[src/rtl/any1_lane_align_if.sv]
// Request and bus-side signal bundle for any1_lane_align.
// The slave modport is the alignment unit; the master modport is whoever drives requests and answers beats.
interface any1_lane_align_if #(
    parameter int BUS_BYTES = 32,
    parameter int ADDR_W    = 32
);
    logic                   req_valid;
    logic                   req_ready;
    logic                   req_we;
    logic [2:0]             req_sz;
    logic                   req_sgn;
    logic [ADDR_W-1:0]      req_adr;
    logic [BUS_BYTES*8-1:0] req_dat;

    logic                   cyc_o;
    logic                   stb_o;
    logic                   we_o;
    logic [ADDR_W-1:0]      adr_o;
    logic [BUS_BYTES-1:0]   sel_o;
    logic [BUS_BYTES*8-1:0] dat_o;
    logic                   ack_i;
    logic [BUS_BYTES*8-1:0] dat_i;

    logic                   resp_valid;
    logic                   resp_err;
    logic [BUS_BYTES*8-1:0] resp_dat;

    modport slave (
        input  req_valid, req_we, req_sz, req_sgn, req_adr, req_dat, ack_i, dat_i,
        output req_ready, cyc_o, stb_o, we_o, adr_o, sel_o, dat_o,
               resp_valid, resp_err, resp_dat
    );

    modport master (
        output req_valid, req_we, req_sz, req_sgn, req_adr, req_dat, ack_i, dat_i,
        input  req_ready, cyc_o, stb_o, we_o, adr_o, sel_o, dat_o,
               resp_valid, resp_err, resp_dat
    );
endinterface

[src/rtl/any1_lane_align.sv]
// Byte-lane select/alignment unit between ANY-1 load/store and the data bus.
// Define ANY1_LANE_SPLIT_EN to let line-crossing accesses run as two beats; otherwise they are rejected.

// One byte lane: masks store data to the access size and fills load bytes above it.
module any1_lane_byte #(
    parameter int IDX = 0
) (
    input  logic [7:0] st_nb,
    input  logic [7:0] ld_nb,
    input  logic [7:0] st_in,
    input  logic [7:0] ld_in,
    input  logic       fill,
    output logic [7:0] st_out,
    output logic [7:0] ld_out
);
    logic st_live, ld_live;

    assign st_live = st_nb > 8'(IDX);
    assign ld_live = ld_nb > 8'(IDX);
    assign st_out  = st_live ? st_in : 8'h00;
    assign ld_out  = ld_live ? ld_in : {8{fill}};
endmodule

module any1_lane_align #(
    parameter int BUS_BYTES = 32,
    parameter int ADDR_W    = 32
) (
    input  logic             clk_i,
    input  logic             rst_i,
    any1_lane_align_if.slave bus
);
    localparam int LG = $clog2(BUS_BYTES);
    localparam int DW = BUS_BYTES * 8;

    typedef enum logic [1:0] {IDLE, BEAT0, BEAT1, DONE} state_t;

    state_t                 state;
    logic [LG-1:0]          off_r;
    logic [7:0]             nb_r;
    logic                   sgn_r;
    logic                   we_r;

    logic [LG-1:0]          off;
    logic [7:0]             nbytes;
    logic                   oversize;
    logic                   split;
    logic                   reject;
    logic [2*BUS_BYTES-1:0] wide;
    logic [BUS_BYTES-1:0]   sel0;
    logic [ADDR_W-1:0]      adr0;
    logic [DW-1:0]          sdat_m;
    logic [DW-1:0]          sdat0;
    logic [DW-1:0]          ld_sh;
    logic [DW-1:0]          ld_ext;
    logic                   fill;
    logic                   last_beat;

    // request decode, valid only while in IDLE
    assign off      = bus.req_adr[LG-1:0];
    assign nbytes   = 8'd1 << bus.req_sz;
    assign oversize = nbytes > 8'(BUS_BYTES);
    assign adr0     = {bus.req_adr[ADDR_W-1:LG], {LG{1'b0}}};

    always_comb begin
        wide = '0;
        for (int j = 0; j < 2*BUS_BYTES; j++)
            wide[j] = (j >= int'(off)) && (j < int'(off) + int'(nbytes));
    end

    assign sel0  = wide[BUS_BYTES-1:0];
    assign split = |wide[2*BUS_BYTES-1:BUS_BYTES];

`ifdef ANY1_LANE_SPLIT_EN
    logic [ADDR_W-1:0]    adr1, adr1_r;
    logic [BUS_BYTES-1:0] sel1_r;
    logic [DW-1:0]        sdat1, dat1_r, rd0_r;
    logic [2*DW-1:0]      sdat_w;
    logic                 split_r;

    assign reject    = oversize;
    assign adr1      = adr0 + ADDR_W'(BUS_BYTES);
    assign sdat_w    = {{DW{1'b0}}, sdat_m} << {off, 3'b000};
    assign sdat0     = sdat_w[DW-1:0];
    assign sdat1     = sdat_w[2*DW-1:DW];
    assign last_beat = (state == BEAT1) || !split_r;

    // beat 0 data sits in rd0_r once beat 1 is on the bus
    always_comb begin
        if (state == BEAT1)
            ld_sh = DW'({bus.dat_i, rd0_r} >> {off_r, 3'b000});
        else
            ld_sh = bus.dat_i >> {off_r, 3'b000};
    end
`else
    assign reject    = oversize || split;
    assign sdat0     = sdat_m << {off, 3'b000};
    assign last_beat = 1'b1;
    assign ld_sh     = bus.dat_i >> {off_r, 3'b000};
`endif

    // sign source is the top byte actually loaded
    always_comb begin
        fill = 1'b0;
        for (int i = 0; i < BUS_BYTES; i++)
            if (i == int'(nb_r) - 1)
                fill = sgn_r & ld_sh[8*i+7];
    end

    genvar g;
    generate
        for (g = 0; g < BUS_BYTES; g++) begin : g_lane
            any1_lane_byte #(.IDX(g)) u_lane (
                .st_nb  (nbytes),
                .ld_nb  (nb_r),
                .st_in  (bus.req_dat[8*g +: 8]),
                .ld_in  (ld_sh[8*g +: 8]),
                .fill   (fill),
                .st_out (sdat_m[8*g +: 8]),
                .ld_out (ld_ext[8*g +: 8])
            );
        end
    endgenerate

    always_ff @(posedge clk_i) begin
        if (rst_i) begin
            state          <= IDLE;
            off_r          <= '0;
            nb_r           <= '0;
            sgn_r          <= 1'b0;
            we_r           <= 1'b0;
            bus.req_ready  <= 1'b1;
            bus.cyc_o      <= 1'b0;
            bus.stb_o      <= 1'b0;
            bus.we_o       <= 1'b0;
            bus.adr_o      <= '0;
            bus.sel_o      <= '0;
            bus.dat_o      <= '0;
            bus.resp_valid <= 1'b0;
            bus.resp_err   <= 1'b0;
            bus.resp_dat   <= '0;
`ifdef ANY1_LANE_SPLIT_EN
            split_r        <= 1'b0;
            adr1_r         <= '0;
            sel1_r         <= '0;
            dat1_r         <= '0;
            rd0_r          <= '0;
`endif
        end else begin
            bus.resp_valid <= 1'b0;
            bus.resp_err   <= 1'b0;
            bus.resp_dat   <= '0;
            case (state)
                IDLE: begin
                    if (bus.req_valid) begin
                        bus.req_ready <= 1'b0;
                        off_r         <= off;
                        nb_r          <= nbytes;
                        sgn_r         <= bus.req_sgn;
                        we_r          <= bus.req_we;
`ifdef ANY1_LANE_SPLIT_EN
                        split_r       <= split;
                        adr1_r        <= adr1;
                        sel1_r        <= wide[2*BUS_BYTES-1:BUS_BYTES];
                        dat1_r        <= bus.req_we ? sdat1 : '0;
`endif
                        if (reject) begin
                            state          <= DONE;
                            bus.resp_valid <= 1'b1;
                            bus.resp_err   <= 1'b1;
                        end else begin
                            state     <= BEAT0;
                            bus.cyc_o <= 1'b1;
                            bus.stb_o <= 1'b1;
                            bus.we_o  <= bus.req_we;
                            bus.adr_o <= adr0;
                            bus.sel_o <= sel0;
                            bus.dat_o <= bus.req_we ? sdat0 : '0;
                        end
                    end
                end
                BEAT0, BEAT1: begin
                    if (bus.ack_i) begin
                        if (last_beat) begin
                            state          <= DONE;
                            bus.cyc_o      <= 1'b0;
                            bus.stb_o      <= 1'b0;
                            bus.we_o       <= 1'b0;
                            bus.adr_o      <= '0;
                            bus.sel_o      <= '0;
                            bus.dat_o      <= '0;
                            bus.resp_valid <= 1'b1;
                            bus.resp_dat   <= we_r ? '0 : ld_ext;
                        end
`ifdef ANY1_LANE_SPLIT_EN
                        else begin
                            // cyc_o/stb_o/we_o stay up across the beat change
                            state     <= BEAT1;
                            rd0_r     <= bus.dat_i;
                            bus.adr_o <= adr1_r;
                            bus.sel_o <= sel1_r;
                            bus.dat_o <= dat1_r;
                        end
`endif
                    end
                end
                DONE: begin
                    state         <= IDLE;
                    bus.req_ready <= 1'b1;
                end
                default: state <= IDLE;
            endcase
        end
    end
endmodule

[src/flat_wrapper.sv]
// flat-port wrapper written by rule: the top's interface ports become plain ports
module any1_lane_align_flat 
#(
    parameter int BUS_BYTES = 32,
    parameter int ADDR_W    = 32
)
  (clk_i, rst_i, bus_req_valid, bus_req_we, bus_req_sz, bus_req_sgn, bus_req_adr, bus_req_dat, bus_ack_i, bus_dat_i, bus_req_ready, bus_cyc_o, bus_stb_o, bus_we_o, bus_adr_o, bus_sel_o, bus_dat_o, bus_resp_valid, bus_resp_err, bus_resp_dat);
  any1_lane_align_if #(.BUS_BYTES(BUS_BYTES), .ADDR_W(ADDR_W)) bus_i ();
  input  logic clk_i;
  input  logic rst_i;
  input wire logic [$bits(bus_i.req_valid)-1:0] bus_req_valid;
  input wire logic [$bits(bus_i.req_we)-1:0] bus_req_we;
  input wire logic [$bits(bus_i.req_sz)-1:0] bus_req_sz;
  input wire logic [$bits(bus_i.req_sgn)-1:0] bus_req_sgn;
  input wire logic [$bits(bus_i.req_adr)-1:0] bus_req_adr;
  input wire logic [$bits(bus_i.req_dat)-1:0] bus_req_dat;
  input wire logic [$bits(bus_i.ack_i)-1:0] bus_ack_i;
  input wire logic [$bits(bus_i.dat_i)-1:0] bus_dat_i;
  output wire logic [$bits(bus_i.req_ready)-1:0] bus_req_ready;
  output wire logic [$bits(bus_i.cyc_o)-1:0] bus_cyc_o;
  output wire logic [$bits(bus_i.stb_o)-1:0] bus_stb_o;
  output wire logic [$bits(bus_i.we_o)-1:0] bus_we_o;
  output wire logic [$bits(bus_i.adr_o)-1:0] bus_adr_o;
  output wire logic [$bits(bus_i.sel_o)-1:0] bus_sel_o;
  output wire logic [$bits(bus_i.dat_o)-1:0] bus_dat_o;
  output wire logic [$bits(bus_i.resp_valid)-1:0] bus_resp_valid;
  output wire logic [$bits(bus_i.resp_err)-1:0] bus_resp_err;
  output wire logic [$bits(bus_i.resp_dat)-1:0] bus_resp_dat;
  assign bus_i.req_valid = bus_req_valid;
  assign bus_i.req_we = bus_req_we;
  assign bus_i.req_sz = bus_req_sz;
  assign bus_i.req_sgn = bus_req_sgn;
  assign bus_i.req_adr = bus_req_adr;
  assign bus_i.req_dat = bus_req_dat;
  assign bus_i.ack_i = bus_ack_i;
  assign bus_i.dat_i = bus_dat_i;
  assign bus_req_ready = bus_i.req_ready;
  assign bus_cyc_o = bus_i.cyc_o;
  assign bus_stb_o = bus_i.stb_o;
  assign bus_we_o = bus_i.we_o;
  assign bus_adr_o = bus_i.adr_o;
  assign bus_sel_o = bus_i.sel_o;
  assign bus_dat_o = bus_i.dat_o;
  assign bus_resp_valid = bus_i.resp_valid;
  assign bus_resp_err = bus_i.resp_err;
  assign bus_resp_dat = bus_i.resp_dat;
  any1_lane_align #(.BUS_BYTES(BUS_BYTES), .ADDR_W(ADDR_W)) u_core (.clk_i(clk_i), .rst_i(rst_i), .bus(bus_i));
endmodule
[config.mk]
export PLATFORM = sky130hd
export DESIGN_NAME = any1_lane_align_flat
export DESIGN_NICKNAME = d
export VERILOG_FILES = /design/src/rtl/any1_lane_align_if.sv /design/src/rtl/any1_lane_align.sv /design/src/flat_wrapper.sv
export SDC_FILE = /design/constraint.sdc
export NUM_CORES = 2
export LEC_CHECK = 0
export ABC_AREA = 1
export CAP_MARGIN = 30
export CELL_PAD_IN_SITES_DETAIL_PLACEMENT = 1
export CELL_PAD_IN_SITES_GLOBAL_PLACEMENT = 2
export CORE_AREA = 2 2 549 333
export DETAILED_ROUTE_END_ITERATION = 7
export DIE_AREA = 0 0 551 335
export PLACE_DENSITY = 0.88
export REMOVE_ABC_BUFFERS = 1
export SYNTH_ARGS = -nofsm -noshare
export SYNTH_HDL_FRONTEND = slang
export SYNTH_SLANG_ARGS = --single-unit
[constraint.sdc]
create_clock -name clk_i -period 5.2 [get_ports clk_i]
set_input_delay 0.52 -clock clk_i [delete_from_list [all_inputs] [get_ports clk_i]]
set_output_delay 0.52 -clock clk_i [all_outputs]
set_load 0.01 [all_outputs]
==> results.py <==
metrics = {
    "outcome": {
        "status": "finished, final reports clean",
    },
    "cells_and_area": {
        "multi_input_area_sq_um": 28600,
        "fillers": 23000,
        "syn_to_final_growth_pct": 37.5,
        "regArea_sq_um": 11900,
        "most-common-layout-cells": "nand2_1, clkdlybuf4s50_1, o21ai_0",
        "utilization": 0.342,
        "drive_gt1_frac": 0.0552,
        "final_common_cell": "nand2_1",
        "nNetsFinal": 9109,
    },
    "clock_tree": {
        "cts_tree": "done",
        "postCtsSetupBuffers": 0,
        "cts_sinks": 593,
        "cts_hold_buf": 0,
        "cts_root_buf": "clkbuf_16",
        "cts-buffers-inserted": 71,
        "cts.clk_slew.worst_paths_ns": 0.08,
        "htreeDepth": 3,
        "cts_buffer_depth": 3,
        "ctsResizeCount": 0,
        "worstSkewPairLatency_ns": 0.69,
    },
    "global_route": {
        "grt_pass1_vias": 59300,
        "grt_overflow": 0,
        "grt_pass1_wl_um": 479000,
        "track_usage": 0.366,
        "grt_max_degree": 161,
        "antenna_found_initial": 90,
    },
    "power": {
        "pwr_density_cell_nw_per_um2": 374,
        "max-vdd-ir-drop_mv": 0.289,
        "pwr-share-comb": 0.521,
        "p_sw_mw": 11.5,
        "power.leakage_nw": 25.4,
        "swShare": 0.498,
        "intPower_mw": 11.5,
        "p_seq_frac": 0.240,
        "pwr-share-clk": 0.239,
    },
    "logic_synthesis": {
        "synth_seq_cells": 593,
        "syn_inst": 7747,
        "ys_seq_area_frac": 0.266,
        "postSynth.asyncResetShare": 0,
        "ys.flop_type": "dfxtp_1",
        "netlist-cell-type-count": 71,
        "ys_warn_count": 0,
        "synthesis.area_sq_um": 44700,
        "synth_area_per_cell_sq_um": 5.77,
        "synth-edff-count": 0,
    },
    "floorplan": {
        "die_area_sq_um": 185000,
        "die_w_um": 551,
        "die_y_um": 335,
        "io_pins": 1135,
        "start_util": 0.248,
        "rows": 121,
        "coreArea_sq_um": 180000,
    },
    "timing": {
        "fmaxAchievable_mhz": 214,
        "worst_pin_slew_ns": 1.18,
        "slew_violations": 0,
        "hold_violations": 0,
        "setup-tns-final_ns": 0,
        "setup_viol": 0,
        "clock_skew_ns": 0.0269,
        "rsz0062_at_grt": "false",
        "fin_crit_sh": 0.898,
        "relSlewSlack": 0.215,
        "finalCriticalPeriod_ns": 4.67,
    },
    "worst_setup_path": {
        "slowest_delay_ns": 0.75,
        "cp.arrival_ns": 5.21,
        "crit_type": "reg2reg",
        "required_ns": 5.74,
        "crit_path_frequent_cell": "o21ai_0",
        "critPathCaptureType": "flop",
        "slowest_stage": "and3_1",
        "path_cells": "inv_8 > nand2_1 > nand3_1 > nand3_1 > a21oi_1 > o21ai_0 > o21ai_0 > nand4_1 > a21boi_0 > nand3_4 > nand2_4 > nand4_4 > nand2_4 > buf_4 > and3_1 > o21ai_0 > nand2_1 > inv_1",
        "cp_max_fo": 55,
        "critPathLaunchType": "flop",
    },
    "drt": {
        "post_drt_wl_per_cell_um": 32.0,
        "wl_um": 354000,
        "drcViolationCount": 0,
        "antenna_left": 0,
        "drt_pass1_iterations": 6,
        "viasPerCell": 5.70,
        "drtIter0Drc": 8127,
        "vias": 63000,
    },
    "placement": {
        "routabilityCongestion": 1.12,
        "numPortBuffers": 1129,
        "dp_hpwl_um": 276000,
    },
    "worst_hold_path": {
        "min_path_type": "in2reg",
    },
    "job": {
        "maxCapViolations": 0,
    },
}
## worst max-delay path: cells and delay by family (launching register included)
family,cells,cell delay (ns)
buffers and inverters,3,0.57
DFF,1,0.63
AOI/OAI and AO/OA,5,1.16
and+or+nand+nor,10,2.08
## kinds of logic after synthesis
| kind of cell | after synthesis | share of synthesized area |
|---|---|---|
| compound gates | 2119 | 0.263 |
| buf+inv | 1131 | 0.0969 |
| other cells | 1 | 0.0000839 |
| fa+ha+maj | 10 | 0.00297 |
| flops | 593 | 0.266 |
| simple gates | 3763 | 0.343 |
| mux | 127 | 0.0285 |
| xor+xnor | 3 | 0.000588 |
## layout make-up
| type | instances | share of cell area |
|---|---|---|
| inverter | 491 | 0.0308 |
| clock inverter | 26 | 0.00456 |
| sequential | 593 | 0.194 |
| timing repair buffer | 1362 | 0.220 |
| multi-input combinational | 6027 | 0.465 |
| antenna | 63 | 0.00257 |
| clock buffer | 101 | 0.0346 |
| tap | 2398 | 0.0488 |
## final timing paths
| kind | startpoint | end | slack, ns | cells after the start |
|---|---|---|---|---|
| setup / recovery | u_core.off_r[0] | u_core.bus.resp_dat[178] | 0.53 | 18 |
| hold / removal | rst_i | u_core.bus.dat_o[255] | 0.30 | 2 |
| setup reg to reg | u_core.off_r[0] | u_core.bus.resp_dat[178] | 0.53 | 18 |
| hold reg to reg | u_core.bus.dat_o[56] | u_core.bus.dat_o[56] | 0.47 | 2 |
## power by group through the flow
stage                     Combinational, mW  Sequential, mW  Clock (mW)
final                                  12.0            5.52        5.49
after global routing                   12.5            5.52        5.71
after CTS                              11.4            5.50        5.54
after detailed placement               11.4            5.59           0
after global placement                 11.2            5.60           0
after floorplan                        5.15            5.73           0
## Yosys cell counts (3+ instances only)
cell type	n	area, sq um
xor2_1	3	26.3
nand2_1	2463	9250
a32oi_1	8	70.1
dfxtp_1	593	11900
nand3_2	6	60.1
nor2_1	618	2320
nand2_2	15	93.8
buf_1	117	439
nor3_1	71	355
a31o_2	3	26.3
a211oi_1	24	180
o311ai_0	8	70.1
buf_6	3	33.8
o221ai_1	18	158
nor2_4	3	33.8
nand2_4	6	67.6
a22oi_1	46	345
a221oi_1	27	236
o21ai_1	3	15.0
ha_1	9	113
o211ai_1	78	586
clkinv_1	9	33.8
buf_2	21	105
o2111ai_1	24	210
nor4_1	8	50.1
o22ai_1	38	238
or2_2	17	106
a2111oi_0	14	123
mux2i_1	127	1270
o21ai_0	1115	5580
a311oi_1	5	43.8
nand4_4	6	128
a22o_1	6	52.6
clkbuf_1	491	1840
a31oi_1	98	613
inv_2	8	30.0
buf_4	8	60.1
a21oi_1	578	2890
nand4_1	17	106
a221o_1	3	30.0
inv_1	472	1770
nand3_1	521	2610
## sequential cells by signal (all words and copies together) (netlist names), 2 cells and up
signal and cells:
u_core.bus.adr_o 27, u_core.bus.dat_o 256, u_core.bus.resp_dat 256, u_core.bus.sel_o 32, u_core.nb_r 8, u_core.off_r 5
u_core.state 2
## per-layer routing
| layer | routed length, um | up-vias | global-route usage |
|---|---|---|---|
| li1 | - | 27400 | - |
| met1 | 159000 | 31300 | 0.520 |
| met2 | 137000 | 3623 | 0.489 |
| met3 | 40600 | 635 | 0.124 |
| met4 | 16200 | 34 | 0.156 |
| met5 | 481 | - | 0.00680 |
## through the flow
step / power (mW) / hold slack (ns) / area, sq um / setup slack, ns / std cells
floorplan: 10.9 / 0.472 / 42200 / -9.25 / 7111
global placement: 16.8 / 0.451 / 58700 / 0.382 / 10900
detailed placement: 17.0 / 0.458 / 58800 / 0.214 / 10900
CTS: 22.5 / 0.271 / 61200 / 0.698 / 11000
global route: 23.8 / 0.324 / 61300 / 0.303 / 11000
finish: 23.0 / 0.299 / 61400 / 0.531 / 11100
(Power assumes the default switching activity.)
